==> config.mk <==
export PLATFORM = sky130hd
export DESIGN_NAME = multicycle_ctrl
export DESIGN_NICKNAME = d
export VERILOG_FILES = /design/src/rtl/multicycle_ctrl.sv
export SDC_FILE = /design/constraint.sdc
export NUM_CORES = 1
export LEC_CHECK = 0
export ABC_AREA = 1
export BUFFER_PORTS_ARGS = -buffer_cell sky130_fd_sc_hd__buf_2
export CORE_AREA = 2 2 39 41
export CTS_BUF_LIST = sky130_fd_sc_hd__clkbuf_8 sky130_fd_sc_hd__clkbuf_16
export DETAILED_ROUTE_END_ITERATION = 6
export DIE_AREA = 0 0 41 43
export PLACE_DENSITY_LB_ADDON = 0.25
export SETUP_SLACK_MARGIN = 0.2
export SLEW_MARGIN = 25
export SYNTH_ARGS = -nofsm -noshare
export SYNTH_HDL_FRONTEND = slang
export SYNTH_SLANG_ARGS = --single-unit
==> constraint.sdc <==
create_clock -name CLK -period 1.5 [get_ports CLK]
set_input_delay 0.225 -clock CLK [delete_from_list [all_inputs] [get_ports CLK]]
set_output_delay 0.225 -clock CLK [all_outputs]
set_load 0.05 [all_outputs]
==> src/rtl/multicycle_ctrl.sv <==
// Multicycle RV32 control FSM: FETCH/DECODE/EXEC/MEM/WB/TRAP with ready handshakes.
// Optional retire counter output enabled by the RETIRE_COUNT_EN macro.
module multicycle_ctrl (
    input  logic        CLK,
    input  logic        RESETn,
    input  logic [6:0]  opcode,
    input  logic [2:0]  funct3,
    input  logic        imem_ready,
    input  logic        dmem_ready,
    input  logic        ALUzero,
    input  logic        ALUlsb,
    output logic        IRwrite,
    output logic        ALUcontrol,
    output logic        IRtype,
    output logic        BranchEn,
    output logic        MemRead,
    output logic        MemWrite,
    output logic        RegWrite,
    output logic        PCwrite,
    output logic [1:0]  PCsel,
    output logic        retire,
    output logic        illegal
`ifdef RETIRE_COUNT_EN
    ,
    output logic [31:0] retire_cnt
`endif
);

    localparam logic [2:0] S_FETCH  = 3'd0;
    localparam logic [2:0] S_DECODE = 3'd1;
    localparam logic [2:0] S_EXEC   = 3'd2;
    localparam logic [2:0] S_MEM    = 3'd3;
    localparam logic [2:0] S_WB     = 3'd4;
    localparam logic [2:0] S_TRAP   = 3'd5;

    localparam logic [6:0] OP_R      = 7'b0110011;
    localparam logic [6:0] OP_I      = 7'b0010011;
    localparam logic [6:0] OP_LOAD   = 7'b0000011;
    localparam logic [6:0] OP_STORE  = 7'b0100011;
    localparam logic [6:0] OP_BRANCH = 7'b1100011;
    localparam logic [6:0] OP_JAL    = 7'b1101111;
    localparam logic [6:0] OP_JALR   = 7'b1100111;
    localparam logic [6:0] OP_LUI    = 7'b0110111;
    localparam logic [6:0] OP_AUIPC  = 7'b0010111;

    function automatic logic legal_op(input logic [6:0] op);
        case (op)
            OP_R, OP_I, OP_LOAD, OP_STORE, OP_BRANCH,
            OP_JAL, OP_JALR, OP_LUI, OP_AUIPC: legal_op = 1'b1;
            default:                           legal_op = 1'b0;
        endcase
    endfunction

    // funct3 010/011 are not branch encodings and never redirect the PC
    function automatic logic branch_taken(input logic [2:0] f3, input logic zero, input logic lsb);
        case (f3)
            3'b000:         branch_taken = zero;
            3'b001:         branch_taken = ~zero;
            3'b100, 3'b110: branch_taken = lsb;
            3'b101, 3'b111: branch_taken = ~lsb;
            default:        branch_taken = 1'b0;
        endcase
    endfunction

    logic [2:0] state_r;
    logic [2:0] state_next_s;
    logic       illegal_r;
    logic       is_load_s;
    logic       is_store_s;
    logic       is_branch_s;
    logic       is_alu_r_s;
    logic       is_alu_i_s;
    logic       taken_s;

    assign is_load_s   = (opcode == OP_LOAD);
    assign is_store_s  = (opcode == OP_STORE);
    assign is_branch_s = (opcode == OP_BRANCH);
    assign is_alu_r_s  = (opcode == OP_R);
    assign is_alu_i_s  = (opcode == OP_I);
    assign taken_s     = branch_taken(funct3, ALUzero, ALUlsb);
    assign illegal     = illegal_r;

    // Next-state selection
    always_comb begin
        state_next_s = state_r;
        case (state_r)
            S_FETCH: begin
                if (imem_ready) state_next_s = S_DECODE;
                else            state_next_s = S_FETCH;
            end
            S_DECODE: begin
                if (legal_op(opcode)) state_next_s = S_EXEC;
                else                  state_next_s = S_TRAP;
            end
            S_EXEC: begin
                if (is_load_s || is_store_s) state_next_s = S_MEM;
                else if (is_branch_s)        state_next_s = S_FETCH;
                else                         state_next_s = S_WB;
            end
            S_MEM: begin
                if (!dmem_ready)    state_next_s = S_MEM;
                else if (is_load_s) state_next_s = S_WB;
                else                state_next_s = S_FETCH;
            end
            S_WB:    state_next_s = S_FETCH;
            S_TRAP:  state_next_s = S_TRAP;
            default: state_next_s = S_FETCH;
        endcase
    end

    // State register
    always_ff @(posedge CLK or negedge RESETn) begin
        if (!RESETn) state_r <= S_FETCH;
        else         state_r <= state_next_s;
    end

    // Sticky illegal flag, raised as DECODE hands over to TRAP
    always_ff @(posedge CLK or negedge RESETn) begin
        if (!RESETn)                                     illegal_r <= 1'b0;
        else if (state_r == S_DECODE && !legal_op(opcode)) illegal_r <= 1'b1;
        else                                             illegal_r <= illegal_r;
    end

    // Output decode; gated by RESETn so strobes clear the moment reset is applied
    always_comb begin
        IRwrite    = 1'b0;
        ALUcontrol = 1'b0;
        IRtype     = 1'b0;
        BranchEn   = 1'b0;
        MemRead    = 1'b0;
        MemWrite   = 1'b0;
        RegWrite   = 1'b0;
        PCwrite    = 1'b0;
        PCsel      = 2'b00;
        retire     = 1'b0;
        if (RESETn) begin
            case (state_r)
                S_FETCH: IRwrite = imem_ready;
                S_EXEC: begin
                    ALUcontrol = is_alu_r_s | is_alu_i_s;
                    IRtype     = is_alu_i_s;
                    BranchEn   = is_branch_s;
                    if (is_branch_s) begin
                        PCwrite = 1'b1;
                        retire  = 1'b1;
                        PCsel   = taken_s ? 2'b01 : 2'b00;
                    end else begin
                        PCwrite = 1'b0;
                    end
                end
                S_MEM: begin
                    MemRead  = is_load_s;
                    MemWrite = ~is_load_s;
                    if (!is_load_s && dmem_ready) begin
                        PCwrite = 1'b1;
                        retire  = 1'b1;
                    end else begin
                        PCwrite = 1'b0;
                    end
                end
                S_WB: begin
                    RegWrite = 1'b1;
                    PCwrite  = 1'b1;
                    retire   = 1'b1;
                    if (opcode == OP_JAL)       PCsel = 2'b01;
                    else if (opcode == OP_JALR) PCsel = 2'b10;
                    else                        PCsel = 2'b00;
                end
                default: IRwrite = 1'b0;
            endcase
        end else begin
            IRwrite = 1'b0;
        end
    end

`ifdef RETIRE_COUNT_EN
    logic [31:0] retire_cnt_r;

    // Retired-instruction counter, wraps naturally at 32 bits
    always_ff @(posedge CLK or negedge RESETn) begin
        if (!RESETn)     retire_cnt_r <= 32'd0;
        else if (retire) retire_cnt_r <= retire_cnt_r + 32'd1;
        else             retire_cnt_r <= retire_cnt_r;
    end

    assign retire_cnt = retire_cnt_r;
`endif

endmodule

# --- Yosys cells after proc, flatten, opt, wreduce, memory -nomap -nowiden ---
# Cells that the tools add are included.
classes:
  n_reduce_logical: 10
  muxes: 34
  n_eq_ne: 19
  bitwise: 4
ops:
  columns: ["cell", "count"]
  rows:
  - ["1-bit two-way mux", 22]
  - ["7-bit by 6-bit == test with 1-bit output, second input constant", 3]
  - ["7-bit == test, second input constant", 3]
  - ["3-bit == test, second input constant", 6]
  - ["3-bit two-way mux", 5]
  - ["3-bit one-hot mux with 5 select lines", 1]
  - ["7-bit by 5-bit == test with 1-bit output, second input constant", 2]
  - ["9-bit OR reduction", 1]
  - ["7-bit by 2-bit == test with 1-bit output, second input constant", 1]
  - ["3-bit by 1-bit == test with 1-bit output, second input constant", 2]
  - ["3-bit by 2-bit == test with 1-bit output, second input constant", 2]
  - ["3-bit logical NOT", 2]
  - ["2-bit two-way mux", 3]
  - ["1-bit one-hot mux with 4 select lines", 1]
  - ["2-bit one-hot mux with 2 select lines", 1]
  - ["2-bit OR reduction", 2]
  - ["1-bit NOT", 3]
  - ["1-bit one-hot mux with 3 select lines", 1]
  - ["1-bit logical AND", 2]
  - ["1-bit logical NOT", 2]
  - ["1-bit logical OR", 1]
  - ["1-bit bitwise OR", 1]
word_totals:
  in_bits: 16
  output_inout_bits: 12
  ff_bits: 4

# --- Logic depth before layout (Yosys ltp) ---
# Gate-level depths: netlist of run 1.
logic_depth:
  ltp_word: 7
  depth_mapped: 9

# --- Worst setup path after synthesis of run 1 ---
# OpenSTA, ideal clock, no wires.
synth_timing:
  path_type: "reg2out"
  start: "register state_r[2]"
  end: "output port IRtype"
  path_stages_with_launch: 4
  t_arrival_ns: 2.219
  slack_ns: -0.944
  cell_sequence: "dfrtp_1 nor3_4 nand2_1 nor4_1"
synth_via:
  elab_chain_cells: 3
synth_lines:
  columns: ["element", "line_no", "source"]
  rows:
  - ["start: declaration", "65", "logic [2:0] state_r;"]
  - ["start signal: assignment", "114", "else state_r <= state_next_s;"]
  - ["3-bit by 2-bit == test with 1-bit output", "137", "case (state_r)"]
  - ["1-bit two-way mux", "137", null]
  - ["1-bit two-way mux", "136", "if (RESETn) begin"]
  - ["end: declaration", "14", "output logic IRtype,"]
# Every way passes these cells.

# --- Final worst setup path of run 1 ---
layout_timing:
  start: "register state_r[1]"
  end: "output port PCsel[0]"
layout_via:
  elab_chain_cells: 3
layout_lines:
  columns: ["element", "line_no", "source"]
  rows:
  - ["3-bit == test or 3-bit by 2-bit == test with 1-bit output (tied branches)", "137", null]
  - ["2-bit one-hot mux with 2 select lines *", "137", null]
  - ["2-bit two-way mux *", "136", null]
  - ["end: declaration", "20", "output logic [1:0] PCsel,"]
# Mark *: on every way between the ends. The rest lies on a longest branch, timed or not.

==> results of run 1 <==
## worst max-delay path by stage
stage | to | start | depth (start not counted) | slack, ps
finish | PCsel[0] | state_r[1]$_DFF_PN0_ | 6 | -270
global route | PCsel[0] | state_r[1]$_DFF_PN0_ | 6 | -320
CTS | PCsel[0] | state_r[2]$_DFF_PN0_ | 4 | -170
detailed placement | ALUcontrol | state_r[0]$_DFF_PN0_ | 4 | -50
global placement | ALUcontrol | state_r[0]$_DFF_PN0_ | 4 | -8
floorplan | PCsel[1] | state_r[1]$_DFF_PN0_ | 5 | -90
## per-layer routing
layer	track usage [%]	part of all wire (%)	wire (um)
met1	26.7	35	861
met4	15.3	5.4	131
met5	0	0	0
met2	43.4	52	1280
met3	4.71	6.7	164
## synthesized netlist by cell type
| cell type | number |
|---|---|
| nand2_4 | 1 |
| nor4_1 | 1 |
| nand3_1 | 9 |
| o211ai_1 | 2 |
| nor2_2 | 1 |
| nor2_4 | 2 |
| a21oi_2 | 1 |
| buf_4 | 1 |
| dfrtp_1 | 4 |
| inv_1 | 16 |
| nor2_1 | 16 |
| nor3b_2 | 1 |
| nand4_1 | 1 |
| a21oi_1 | 2 |
| o21ai_0 | 2 |
| nor3_1 | 5 |
| nand2_1 | 24 |
| inv_2 | 1 |
| nor3_4 | 1 |
## cells by family after synthesis
| family | after synthesis | synth area share (%) |
|---|---|---|
| DFF | 4 | 19.4 |
| buffers and inverters | 18 | 13.8 |
| and+or+nand+nor | 62 | 58.4 |
| AOI/OAI and AO/OA | 7 | 8.47 |
## sequential cells by signal, indices dropped and copies added (netlist names)
name     cells
illegal      1
state_r      3
## power by group
group | internal, mW | switching [mW] | leakage, nW
logic | 0.0343 | 0.0582 | 0.547
clock network | 0.177 | 0.0783 | 0.0269
registers | 0.108 | 0 | 0.0396
total | 0.319 | 0.137 | 0.614
## critical path: cells and delay by family, from the launching register on
| family | cells | cell delay [ps] |
|---|---|---|
| AO/OA/AOI/OAI | 1 | 180 |
| flip-flops | 1 | 370 |
| AND/OR/NAND/NOR | 2 | 370 |
| buffers and inverters | 3 | 400 |
## final cells by class
type / instances / area [um^2] / share of cell area [%]
multi-input combinational: 69 / 509 / 43.1
clock inverter: 1 / 3.75 / 0.317
timing repair buffer: 53 / 439 / 37.1
clock buffer: 3 / 41.3 / 3.49
inverter: 17 / 66.3 / 5.61
tap: 16 / 20.0 / 1.69
sequential: 4 / 103 / 8.68
## metrics by stage
stage / power (mW) / instance area, um^2 / setup TNS, ps
2_1_floorplan: 0.146 / 618 / -344
3_3_place_gp: 0.188 / 822 / -8.16
3_5_place_dp: 0.190 / 822 / -97.6
4_1_cts: 0.431 / 1080 / -863
5_1_grt: 0.463 / 1180 / -1970
6_report: 0.456 / 1180 / -1460
## repair_timing
action / CTS / global route
setup buffers: 11 / 6
hold buffers: 1 / 0
pin swaps: 6 / 11
gates cloned: 0 / 0
hold endpoints to repair: 4 / 0
resized for setup: 37 / 15
setup endpoints to repair: 11 / 14
==> flow_summary.yaml, run 1 <==
timing:
  whs_ps: 394
  timing.final.ws_setup_ps: -273
  slew_headroom_pct: 75.8
  worst_pin_slew_ps: 362
  skew_ps: 3.34
  min_period_ps: 1770
  slew_viol_final: 0
  final_hold_viol_count: 0
  max_freq_mhz: 564
  fin_crit_sh_pct: 118
  setup_viol: 10
  rsz0062_at_grt: "true"
worst_setup_path:
  cp.required_ps: 1270
  reg2reg_from: "state_r[0]$_DFF_PN0_"
  path_cells: "inv_2, nor3_4, buf_6, nand3_2, a21oi_4, buf_6"
  reg2reg_to: "state_r[0]$_DFF_PN0_"
  crit_fanout: 4
  cpMostUsedCell: "buf_6"
  rrSetupSlack_ps: 120
  worstSetupEndpointType: "primary output"
  rr_worst_depth: 10
  worstSetupPathType: "reg2out"
  worst_path_max_delay_cell: "dfrtp_1"
  crit_arrival_ps: 1550
  cpPeakStageDelay_ps: 370
  crit_path_start_kind: "flop"
cells_and_area:
  fill_cells: 72
  drive_gt1_share_pct: 60.5
  instances_no_fill: 163
  mostFrequentLayoutCell: "nand2_1"
  final_cell_mix: "nand2_1, buf_4, buf_2"
  nets: 164
  antenna_cells: 0
  final_util_pct: 85.4
  area_growth_pct: 129
routing:
  drt-total-wl_mm: 2.43
  first_pass_iters: 4
  routed_via_density: 5.36
  num_vias: 874
  routedWlPerCell_um: 14.9
  final_antenna_net_count: 0
  drc: 0
  drtIter0Drc: 21
power_and_ir_drop:
  ir_drop_mv: 0.417
  power.density_mw_per_mm2: 386
  leakagePower_nw: 0.614
outcome:
  outcome: "finished, violations left"
  violations: "negative setup slack"
clock_tree:
  cts_made_buffers: 3
  cts_sinks: 4
  clk_latency_ps: 220
  clockRootBuffer: "clkbuf_8"
  cts_tree: "built"
  clk_pin_slew_ps: 40
  cts_max_level: 1
  clk_path_buf_depth: 2
yosys:
  syn_inst: 91
  ys_seq_area_share_pct: 19.4
  synth-seq-cells: 4
  yosys_warnings: 0
  syn-num-nets: 107
  yosys.area.top_type_share_pct: 19.4
  yosys-top-cells-area: "dfrtp_1, nand2_1, inv_1"
  synth.distinct_cells: 19
  syn_area_per_cell_um2: 5.68
  yosys.area.top_type: "dfrtp_1"
  syn_area_um2: 517
global_routing:
  grt_max_degree: 6
  grt_pass1_vias: 776
  antenna_found_initial: 0
  grt_use_total_pct: 25.5
  grt_overflow: 0
  grt_pass1_wl_mm: 3.06
placed_design:
  gp_congestion: 0.837
  hpwl_mm: 1.21
  placedCellCount: 141
  dp_slack_ps: -47.3
  io_buffer_count: 27
worst_hold_path:
  hold_path.class: "in2reg"
  worstHoldEndpoint: "state_r[2]$_DFF_PN0_"
  holdPathStages: 5
  min_from: "dmem_ready"
floorplan:
  io_pins: 28
  rows: 14
  dieArea_mm2: 0.00176
  die_w_um: 41
  start_util_pct: 37.3
  core_area_mm2: 0.00138
  fp.dieH_um: 43
flow_run:
  maxCapViolations: 0
Power figures use the tool's default switching activity.
==> run 2, diff against run 1 <==
==> constraint.sdc (replaced) <==
create_clock -name CLK -period 1.5 [get_ports CLK]
set_input_delay 0.075 -clock CLK [delete_from_list [all_inputs] [get_ports CLK]]
set_output_delay 0.075 -clock CLK [all_outputs]
set_load 0.05 [all_outputs]
==> run 2 against run 1 <==
Against the previous run: core utilization is 17 points lower; combinational power is 20% lower; the flow now finishes without violations; critical path type unchanged; sequential share of layout area is 2.1 points higher; sequential power hardly changed; critical endpoint is now IRtype; wire length is 40% lower; non-clock buffer count is 21 lower; first-iteration DRC count is 90% lower; flip-flop and latch count stayed put; register-to-register slack better by 110 ps.
==> flow_summary.yaml, run 2 (same netlist as run 1, synthesis figures left out) <==
outcome:
  outcome: "finished clean"
worst_setup_path:
  worstSetupEndpointType: "primary output"
  reg2reg_from: "state_r[0]$_DFF_PN0_"
  crit_path_start_kind: "flop"
  cp.required_ps: 1420
  reg2reg_to: "state_r[0]$_DFF_PN0_"
  rr_worst_depth: 5
  crit_arrival_ps: 1420
  cpPeakStageDelay_ps: 430
  rrSetupSlack_ps: 230
  worst_path_max_delay_cell: "dfrtp_2"
  crit_fanout: 4
  worstSetupPathType: "reg2out"
  path_cells: "nor3_4, nand2_4, nor4_4, buf_6"
placed_design:
  dp_slack_ps: 115
  io_buffer_count: 27
  gp_congestion: 0.812
  dpl-instance-area_um2: 747
  placedCellCount: 133
  hpwl_mm: 1.13
global_routing:
  grt_max_degree: 9
  grt_pass1_wl_mm: 2.52
  grt_use_total_pct: 20.2
  grt_overflow: 0
  grt_pass1_vias: 659
  antenna_found_initial: 0
cells_and_area:
  area_growth_pct: 84.5
  nets: 143
  instances_no_fill: 142
  final_area_um2: 953
  largest_reg_flops: 3
  largest_register: "state_r"
  drive_gt1_share_pct: 50.8
  antenna_cells: 0
  mostFrequentLayoutCell: "nand2_1"
  final_cell_mix: "nand2_1, buf_2, inv_1"
  final_util_pct: 68.9
worst_hold_path:
  holdPathStages: 4
  worstHoldEndpoint: "state_r[1]$_DFF_PN0_"
  hold_path.class: "in2reg"
  min_from: "dmem_ready"
floorplan:
  core_area_mm2: 0.00138
  fp.dieH_um: 43
  die_w_um: 41
  dieArea_mm2: 0.00176
  rows: 14
  io_pins: 28
  start_util_pct: 37.3
flow_run:
  maxCapViolations: 0
routing:
  routed_via_density: 4.77
  drt-total-wl_mm: 1.45
  num_vias: 678
  final_antenna_net_count: 0
  drc: 0
  routedWlPerCell_um: 10.2
  first_pass_iters: 4
  drtIter0Drc: 2
timing:
  slew_headroom_pct: 80.4
  worst_pin_slew_ps: 293
  timing.final.ws_setup_ps: 2.21
  skew_ps: 7.90
  setup_tns_ps: 0
  min_period_ps: 1500
  rsz0062_at_grt: "true"
  final_hold_viol_count: 0
  max_freq_mhz: 668
  fin_crit_sh_pct: 99.9
  slew_viol_final: 0
  setup_viol: 0
clock_tree:
  clockRootBuffer: "clkbuf_8"
  clk_pin_slew_ps: 40
  cts_tree: "built"
  cts_max_level: 1
  cts_sinks: 4
  cts_made_buffers: 3
  clk_latency_ps: 220
  clk_path_buf_depth: 2
power_and_ir_drop:
  ir_drop_mv: 0.402
  power.density_mw_per_mm2: 441
  leakagePower_nw: 0.510
## run 2: cell count changes in the layout (fill, tap and decap cells not counted), sizes merged
cell,change
buf,-21
## run 2: timing repair
| item | CTS | global route |
|---|---|---|
| buffers inserted | 1 | 3 |
| hold buffers | 1 | 0 |
| resized for setup | 32 | 6 |
| pin swaps | 6 | 3 |
| hold endpoints to repair | 4 | 0 |
| setup endpoints to repair | 11 | 13 |
| gates cloned | 0 | 0 |
## run 2: worst max path at each step
stage	slack, ps	start	depth (start not counted)	end
after detailed placement	110	state_r[2]$_DFF_PN0_	4	IRtype
after CTS	-4	state_r[0]$_DFF_PN0_	4	IRtype
after global routing	-70	state_r[1]$_DFF_PN0_	7	retire
after floorplan	60	state_r[2]$_DFF_PN0_	6	retire
after global placement	140	state_r[2]$_DFF_PN0_	4	ALUcontrol
final	2	state_r[0]$_DFF_PN0_	4	IRtype
## run 2: metal layers
layer	up-vias	share of wire [%]	global-route usage (%)
met1	299	41	23.9
met5	-	0	0
li1	359	-	-
met2	20	53	34.7
met3	0	5.9	3.66
met4	0	0	6.00
## run 2: layout make-up
| class | count | area, um^2 |
|---|---|---|
| Sequential cell | 4 | 103 |
| Clock buffer | 3 | 41.3 |
| Timing Repair Buffer | 32 | 251 |
| Inverter | 17 | 63.8 |
| Fill cell | 132 | 430 |
| Tap cell | 16 | 20.0 |
| Clock inverter | 1 | 3.75 |
| Multi-Input combinational cell | 69 | 470 |
## run 2: through the flow
stage	hold WS, ps	power (mW)
2_1_floorplan	-221	0.145
3_5_place_dp	-80.7	0.180
6_report	204	0.421
3_3_place_gp	-89.3	0.178
4_1_cts	200	0.422
5_1_grt	236	0.445
## run 2: power breakdown
part	leakage, nW	switching, mW	internal (mW)	total (mW)
clock	0.0269	0.0629	0.175	0.238
combinational	0.444	0.0474	0.0266	0.0740
sequential	0.0396	0	0.109	0.109
## run 2: worst max-delay path, delay by kind of cell (launching register included)
family                 cells  cell delay (ps)
buffers and inverters      1              200
DFF                        1              430
and+or+nand+nor            3              580
==> run 3, diff against run 2 <==
REMOVE_ABC_BUFFERS = 1   (was default)
==> run 3 against run 2 <==
Against the previous run: critical path type unchanged; register-to-register slack better by 100 ps; first-iteration DRC count grew to 11 times the previous value; power is 3.1% lower; wire length is 3.5% lower; the flow now finishes with violations (negative setup slack); global-route usage is 3.0 points lower; clock power is 4% lower; clock skew is 5.9 ps lower; worst setup slack worse by 9.7 ps; clock-buffer cell count stayed put.
==> flow_summary.yaml, run 3 (same netlist as run 1, synthesis figures left out) <==
routing:
  final_antenna_net_count: 0
  drc: 0
  routed_via_density: 4.88
  first_pass_iters: 4
  drtIter0Drc: 21
  drt-total-wl_mm: 1.40
  routedWlPerCell_um: 10.2
  num_vias: 668
clock_tree:
  clk_latency_ps: 220
  cts_sinks: 4
  cts_max_level: 1
  postCtsSetupRepairBufs: 0
  cts_made_buffers: 3
  clk_pin_slew_ps: 30
  cts_tree: "built"
  clk_path_buf_depth: 2
  clockRootBuffer: "clkbuf_8"
power_and_ir_drop:
  p_int_mw: 0.306
  seqPwrFrac_pct: 26.7
  p_clk_share_pct: 56.2
  leakagePower_nw: 0.433
  power.density_mw_per_mm2: 485
  combPwrFrac_pct: 17.1
  swShare_pct: 24.8
  power.switching_mw: 0.101
  ir_drop_mv: 0.374
worst_hold_path:
  worstHoldEndpoint: "state_r[1]$_DFF_PN0_"
  hold_path.class: "in2reg"
  holdPathStages: 4
  min_from: "dmem_ready"
timing:
  rsz0062_at_grt: "true"
  timing.final.ws_setup_ps: -7.47
  max_freq_mhz: 663
  slew_headroom_pct: 84.1
  slew_viol_final: 0
  fin_crit_sh_pct: 100
  min_period_ps: 1510
  skew_ps: 2.05
  setup_viol: 2
  whs_ps: 212
  worst_pin_slew_ps: 236
  final_hold_viol_count: 0
  setup_tns_ps: -14.8
floorplan:
  core_area_mm2: 0.00138
  io_pins: 28
  die_w_um: 41
  dieArea_mm2: 0.00176
  rows: 14
  start_util_pct: 37.3
  fp.dieH_um: 43
worst_setup_path:
  rrSetupSlack_ps: 330
  crit_fanout: 6
  cp.required_ps: 1420
  worstSetupEndpointType: "primary output"
  cpMostUsedCell: "nand2_1"
  worstSetupPathType: "reg2out"
  reg2reg_from: "state_r[2]$_DFF_PN0_"
  cpPeakStageDelay_ps: 450
  rr_worst_depth: 4
  crit_path_start_kind: "flop"
  worst_path_max_delay_cell: "dfrtp_2"
  reg2reg_to: "state_r[0]$_DFF_PN0_"
  path_cells: "nor3_4, nand2_1, nand2_1, nor2_1, nor2_2, buf_6"
  crit_arrival_ps: 1430
cells_and_area:
  largest_register: "state_r"
  final_area_um2: 841
  mostFrequentLayoutCell: "nand2_1"
  largest_reg_flops: 3
  instances_no_fill: 137
  nets: 139
  antenna_cells: 0
  final_cell_mix: "nand2_1, buf_2, nor2_1"
  drive_gt1_share_pct: 44.6
  area_growth_pct: 62.7
global_routing:
  grt_pass1_vias: 548
  grt_use_total_pct: 17.2
  antenna_found_initial: 0
  grt_overflow: 0
  grt_max_degree: 9
  grt_pass1_wl_mm: 2.08
placed_design:
  hpwl_mm: 1.07
  io_buffer_count: 27
  gp_congestion: 0.856
  placedCellCount: 133
  dpl-instance-area_um2: 664
flow_run:
  maxCapViolations: 0
outcome:
  outcome: "finished, violations left"
  violations: "negative setup slack"
-- run 3: cell types whose count changed in the layout (fill, tap and decap cells not counted), sizes merged --
cell and delta:
inv -1, buf -4
-- run 3: stage by stage --
step                utilization (%)  setup slack [ps]  power [mW]
floorplan                         -              -794       0.140
global placement               48.0               164       0.172
detailed placement             48.0               128       0.173
CTS                            56.1             -9.15       0.405
global route                   60.8             -81.7       0.433
finish                         60.8             -7.47       0.407
-- run 3: how the worst max path moves through the flow --
| stage | from | endpoint | slack, ps |
|---|---|---|---|
| 2_1_floorplan | state_r[2]$_DFF_PN0_ | IRtype | -790 |
| 3_3_place_gp | state_r[2]$_DFF_PN0_ | IRtype | 160 |
| 3_5_place_dp | state_r[2]$_DFF_PN0_ | PCwrite | 130 |
| 4_1_cts | state_r[0]$_DFF_PN0_ | PCwrite | -9 |
| 5_1_grt | state_r[2]$_DFF_PN0_ | retire | -80 |
| 6_report | state_r[2]$_DFF_PN0_ | PCwrite | -7 |
-- run 3: timing repair --
| action | 4_1_cts | 5_1_grt |
|---|---|---|
| setup endpoints to repair | 11 | 11 |
| hold endpoints to repair | 4 | 0 |
| resized for setup | 22 | 17 |
| hold buffers | 1 | 0 |
| pin swaps | 1 | 6 |
-- run 3: critical path, delay by kind of cell (launching register included) --
family                 cells  cell delay (ps)
AND/OR/NAND/NOR            5              590
flip-flops                 1              450
buffers and inverters      1              180
-- run 3: routing by layer --
metal,part of all wire [%],up-vias,wire (um),track usage (%)
li1,-,352,-,-
met1,46,296,641,20.6
met2,49,20,686,26.9
met3,5.1,0,71,4.71
met4,0,0,0,8.00
met5,0,-,0,0
-- run 3: power by group through the flow --
stage	clock [mW]	sequential [mW]	combinational, mW
final	0.229	0.109	0.0698
after global routing	0.245	0.109	0.0789
after CTS	0.229	0.109	0.0665
after detailed placement	0	0.110	0.0634
after global placement	0	0.110	0.0622
after floorplan	0	0.110	0.0299
-- run 3: final cells by class --
type	instances	area, um^2
tap	16	20.0
fill	124	543
sequential	4	103
multi-input combinational	69	399
timing repair buffer	28	214
clock buffer	3	41.3
inverter	17	63.8
